## src/rtl/vec_magnitude_pkg.sv

```systemverilog
// Shared types and width helpers for the sequential vector-magnitude unit.
package vec_magnitude_pkg;

    typedef enum logic [1:0] {
        IDLE = 2'd0,
        SQ   = 2'd1,
        ROOT = 2'd2,
        DONE = 2'd3
    } state_t;

    // Sum of up to four 2W-bit squares needs two guard bits.
    function automatic int sum_width(input int w);
        return 2 * w + 2;
    endfunction

    // Channel counter: indexes components 0..NCH-1 (at least one bit).
    function automatic int ch_cnt_width(input int nch);
        return (nch > 1) ? $clog2(nch) : 1;
    endfunction

    // Iteration counter: loaded with W and counts down to zero.
    function automatic int iter_cnt_width(input int w);
        return $clog2(w + 1);
    endfunction

endpackage

```

## src/rtl/vec_magnitude_isqrt_step.sv

```systemverilog
// One iteration of the restoring digit-by-digit square root.
// The incoming partial root is below 2^W and the incoming remainder is at most
// twice that root, so only W and W+1 bits of them are carried in.
module vec_magnitude_isqrt_step #(
    parameter int W = 8
) (
    input  logic [W:0]   i_rem,
    input  logic [W-1:0] i_root,
    input  logic [1:0]   i_bits,
    output logic [W+2:0] o_rem,
    output logic [W:0]   o_root
);

    logic [W+2:0] w_acc;
    logic [W+2:0] w_trial;
    logic         w_ge;

    assign w_acc   = {i_rem, i_bits};
    assign w_trial = {1'b0, i_root, 2'b01};
    assign w_ge    = (w_acc >= w_trial);

    // Subtract when the trial fits and shift the decision into the root.
    always_comb begin
        o_rem  = w_ge ? (w_acc - w_trial) : w_acc;
        o_root = {i_root, w_ge};
    end

endmodule

```

## src/rtl/vec_magnitude_seq.sv

```systemverilog
// Sequential Euclidean magnitude: squares each component in turn, then
// extracts the integer square root one bit per cycle, with optional
// round-half-up and a perfect-square flag.
//
// state | meaning
// IDLE  | waiting for an input vector, in_ready high
// SQ    | accumulating one component square per cycle
// ROOT  | one square-root bit per cycle, MSB first, W+1 cycles
// DONE  | result presented, waiting for out_ready
module vec_magnitude_seq
    import vec_magnitude_pkg::*;
#(
    parameter int W   = 8,
    parameter int NCH = 2
) (
    input  logic             i_clk,
    input  logic             i_rst_n,
    input  logic             i_ena,
    input  logic             i_in_valid,
    output logic             o_in_ready,
    input  logic [NCH*W-1:0] i_in_data,
    input  logic             i_round_en,
    output logic             o_out_valid,
    input  logic             i_out_ready,
    output logic [W:0]       o_out_mag,
    output logic             o_out_exact
);

    localparam int SW = sum_width(W);
    localparam int CW = ch_cnt_width(NCH);
    localparam int IW = iter_cnt_width(W);

    localparam logic [CW-1:0] LAST_CH   = CW'(NCH - 1);
    localparam logic [IW-1:0] ITER_LOAD = IW'(W);

    state_t           r_state;
    state_t           w_state_nxt;

    logic [NCH*W-1:0] r_data;
    logic             r_round;
    logic [SW-1:0]    r_sum;
    logic [CW-1:0]    r_ch;
    logic [IW-1:0]    r_iter;
    logic [W:0]       r_rem;
    logic [W-1:0]     r_root;
    logic [W:0]       r_mag;
    logic             r_exact;

    logic             w_accept;
    logic             w_release;
    logic             w_last_ch;
    logic             w_last_iter;
    logic [W-1:0]     w_comp;
    logic [2*W-1:0]   w_sq;
    logic [W+2:0]     w_rem_nxt;
    logic [W:0]       w_root_nxt;
    logic             w_round_up;

    assign w_accept    = i_ena && i_in_valid && (r_state == IDLE);
    assign w_release   = i_ena && i_out_ready && (r_state == DONE);
    assign w_last_ch   = (r_ch == LAST_CH);
    assign w_last_iter = (r_iter == '0);

    assign w_comp = r_data[int'(r_ch) * W +: W];
    assign w_sq   = w_comp * w_comp;

    // The top two bits of the shifting sum feed each root iteration.
    vec_magnitude_isqrt_step #(
        .W (W)
    ) u_step (
        .i_rem  (r_rem),
        .i_root (r_root),
        .i_bits (r_sum[SW-1 -: 2]),
        .o_rem  (w_rem_nxt),
        .o_root (w_root_nxt)
    );

    // Round half up: bump when the leftover exceeds the floor root.
    assign w_round_up = r_round && (w_rem_nxt > {2'b00, w_root_nxt});

    // Handshake outputs come straight from the state register.
    assign o_in_ready  = (r_state == IDLE);
    assign o_out_valid = (r_state == DONE);
    assign o_out_mag   = r_mag;
    assign o_out_exact = r_exact;

    // State register; ena low freezes the FSM.
    always_ff @(posedge i_clk or negedge i_rst_n) begin
        if (!i_rst_n) begin
            r_state <= IDLE;
        end else if (i_ena) begin
            r_state <= w_state_nxt;
        end
    end

    // Next-state decode.
    always_comb begin
        w_state_nxt = r_state;
        case (r_state)
            IDLE: if (w_accept)    w_state_nxt = SQ;
            SQ:   if (w_last_ch)   w_state_nxt = ROOT;
            ROOT: if (w_last_iter) w_state_nxt = DONE;
            DONE: if (w_release)   w_state_nxt = IDLE;
            default:               w_state_nxt = IDLE;
        endcase
    end

    // Capture, accumulate, root iteration and result registers.
    always_ff @(posedge i_clk or negedge i_rst_n) begin
        if (!i_rst_n) begin
            r_data  <= '0;
            r_round <= 1'b0;
            r_sum   <= '0;
            r_ch    <= '0;
            r_iter  <= '0;
            r_rem   <= '0;
            r_root  <= '0;
            r_mag   <= '0;
            r_exact <= 1'b0;
        end else if (i_ena) begin
            case (r_state)
                IDLE: begin
                    if (w_accept) begin
                        r_data  <= i_in_data;
                        r_round <= i_round_en;
                        r_sum   <= '0;
                        r_ch    <= '0;
                    end
                end
                SQ: begin
                    r_sum <= r_sum + {2'b00, w_sq};
                    r_ch  <= r_ch + CW'(1);
                    if (w_last_ch) begin
                        r_iter <= ITER_LOAD;
                        r_rem  <= '0;
                        r_root <= '0;
                    end
                end
                ROOT: begin
                    // Remainder stays below 2^(W+1) until the final step,
                    // whose full-width result goes only to the outputs.
                    r_rem  <= w_rem_nxt[W:0];
                    r_root <= w_root_nxt[W-1:0];
                    r_sum  <= r_sum << 2;
                    r_iter <= r_iter - IW'(1);
                    if (w_last_iter) begin
                        r_mag   <= w_root_nxt + {{W{1'b0}}, w_round_up};
                        r_exact <= (w_rem_nxt == '0);
                    end
                end
                default: ;
            endcase
        end
    end

endmodule

```

## config.mk

```make
export PLATFORM = sky130hd
export DESIGN_NAME = vec_magnitude_seq
export DESIGN_NICKNAME = d
export VERILOG_FILES = /design/src/rtl/vec_magnitude_pkg.sv /design/src/rtl/vec_magnitude_isqrt_step.sv /design/src/rtl/vec_magnitude_seq.sv
export SDC_FILE = /design/constraint.sdc
export NUM_CORES = 1
export LEC_CHECK = 0
export CAP_MARGIN = 25
export CELL_PAD_IN_SITES_DETAIL_PLACEMENT = 1
export CELL_PAD_IN_SITES_GLOBAL_PLACEMENT = 2
export CORE_MARGIN = 2
export CORE_UTILIZATION = 37
export CTS_CLUSTER_DIAMETER = 200
export CTS_CLUSTER_SIZE = 8
export DETAILED_ROUTE_END_ITERATION = 10
export HOLD_SLACK_MARGIN = 0.05
export PLACE_DENSITY = 0.82
export SLEW_MARGIN = 5
export SYNTH_ARGS = -nofsm -noshare
export SYNTH_HDL_FRONTEND = slang
export SYNTH_HIERARCHICAL = 1
export SYNTH_SLANG_ARGS = --single-unit
export TNS_END_PERCENT = 30
```

## constraint.sdc

```tcl
create_clock -name i_clk -period 8.05 [get_ports i_clk]
set_input_delay 1.61 -clock i_clk [delete_from_list [all_inputs] [get_ports i_clk]]
set_output_delay 1.61 -clock i_clk [all_outputs]
set_load 0.1 [all_outputs]
```

==> results.cfg <==
[logic_synthesis]
synth_seq_cells = 69
synth.distinct_cells = 58
ys.flop_type = dfrtp_1
yosysWarnings = 6
synth_edf_count = 0
yosysSeqAreaShare_pct = 27.8
syn_nets = 796
avgSynthCellArea_um2 = 9.26
syn-cell-area_um2 = 6200
ys_async_sr_fraction_pct = 100
synth_cells = 670

[clock_network]
h-tree-depth = 3
cts_buffers = 9
insertion_delay_ns = 0.34
tritoncts = done
cts.clk_slew.worst_paths_ns = 0.06
cts-root-buf = clkbuf_16
cts_hold_buf = 0
ctsResizeCount = 0
cts_setup_buffers = 0
cts_buffer_depth = 2
clock_sinks = 69

[timing]
rsz0062_at_grt = no
hold_ws_ns = 0.504
min_period_over_period_pct = 69.1
slew_violations = 0
slew_headroom_pct = 33.5
hold_viol_final = 0
fin_crit_ns = 5.56
setup_viol = 0
tightestPinTransition_ns = 0.995
max_freq_mhz = 180
finClkSkew_ns = 0.00741
fin_tns_setup_ns = 0

[cells_and_area]
nNetsFinal = 815
most-common-layout-cells = inv_1 (106), dfrtp_1 (69), ha_1 (67)
area_growth_syn_to_layout_pct = 13.1
nFillCells = 1938
layout.cells.non_filler = 914
design_area_um2 = 7010
num_antenna_cells = 0
drive_above_1_share_pct = 8.65
final_common_cell = inv_1

[routing]
via_per_inst = 5.20
vias = 4755
wl_per_cell_um = 16.8
drtIter0Drc = 183
drc_errors = 0
antenna_left = 0
first_pass_iters = 5
wirelength_um = 15300

[global_routing]
grt-ovfl-total = 0
grt_pass1_vias = 5229
grt_max_degree = 70
antenna_found_initial = 0
track_usage_pct = 18.4
grt_pass1_wl_um = 26200

[critical_path]
critical_path_class = reg -> reg
arrival_ns = 5.82
slowest_delay_ns = 0.72
crit_path_max_fanout = 12
crit_top_cell = fa_1
cp.required_ns = 8.31
timing.critical_path.buf_inv = 2
crit_family = adder cells
critPathCaptureType = register
worst_path_max_delay_cell = mux2i_1
startpoint_type = register
cp_cell_sequence = mux2i_1, nor2_1, xor2_1, ha_1, fa_1, fa_1, inv_1, fa_1, inv_1, ha_1, a21oi_1, a32oi_2, a221oi_1, mux2_2, o211ai_1

[floorplan]
die_h_um = 133
fp.dieW_um = 133
fp-row-count = 47
pin_count = 34
initial_core_util_pct = 37.7
die-area_um2 = 17800
core_area_um2 = 16500

[flow_run]
drv_cap = 0

[place]
dp_cells = 897
dp_hpwl_um = 12200
port_buffers = 33
place.gp.congestion = 0.800
placed_area_um2 = 6700

[hold_path]
worstHoldPathType = reg -> reg

[run_status]
status = completed
[path summary, 6_finish.rpt]
path	start	endpoint	slack (ns)	cells past startpoint
hold / removal	r_data[9]	r_data[9]	0.50	1
setup reg to reg	r_ch	r_sum[15]	2.49	15
min in group asynchronous	i_rst_n	r_rem[8]	1.50	2
hold reg to reg	r_data[9]	r_data[9]	0.50	1
setup / recovery	r_ch	r_sum[15]	2.49	15
max in group asynchronous	i_rst_n	r_data[1]	5.94	2
[layer usage]
metal,vias up,wire [um],global-route usage [%]
li1,2282,-,-
met1,2389,6770,23.1
met2,60,7970,32.8
met3,24,310,2.78
met4,0,301,5.38
met5,-,0,0
[per-stage QoR]
step | utilization (%) | setup WS, ns
4_1_cts | 42.5 | 2.46
3_3_place_gp | 40.5 | 2.71
3_5_place_dp | 40.7 | 2.46
6_report | 42.6 | 2.49
5_1_grt | 42.6 | 2.11
2_1_floorplan | - | 3.16
[layout make-up]
type                       count  area (um^2)  share of cell area [%]
sequential                    69         1730                    24.6
clock inverter                 6         62.6                   0.892
tap                          220          275                    3.92
multi-input combinational    464         3920                    55.9
inverter                     107          402                    5.73
timing repair buffer          38          390                    5.57
clock buffer                  10          239                    3.41
[cell usage after synthesis, types with 6 or more instances]
| library cell | number | area (um^2) |
|---|---|---|
| nand2_1 | 53 | 199 |
| a21o_1 | 7 | 52.6 |
| nand2b_1 | 6 | 37.5 |
| and3_1 | 7 | 43.8 |
| mux2i_1 | 10 | 100 |
| clkbuf_1 | 11 | 41.3 |
| mux2_2 | 28 | 315 |
| nand3_1 | 9 | 45.0 |
| a21oi_1 | 23 | 115 |
| buf_4 | 9 | 67.6 |
| nor3_1 | 6 | 30.0 |
| nor2_1 | 49 | 184 |
| o21ai_0 | 38 | 190 |
| a22oi_1 | 13 | 97.6 |
| dfrtp_1 | 69 | 1730 |
| fa_1 | 37 | 741 |
| buf_2 | 8 | 40.0 |
| xor2_1 | 14 | 123 |
| xnor2_1 | 18 | 158 |
| inv_1 | 106 | 398 |
| ha_1 | 67 | 838 |
[logic make-up (layout without fill, tap and decap cells)]
kind of cell	count (synthesis)	count (layout)	synth area share, %
XOR/XNOR	32	32	4.52
adder cells (fa/ha/maj)	104	104	25.5
AO/OA/AOI/OAI	130	130	14.0
AND/OR/NAND/NOR	155	155	11.6
multiplexers	43	43	7.60
flip-flops	69	69	27.8
buffers and inverters	137	161	9.00
[flip-flops by register name, summed over array words and instances (netlist names)]
name         flops
r_sum           18
r_data          16
o_out_mag        9
r_rem            9
r_root           8
r_iter           4
r_state          2
o_out_exact      1
r_ch             1
r_round          1
Power is left out: the tool's default activity adds up to more than one toggle a clock period on the data nets, which glitch-free logic cannot reach.
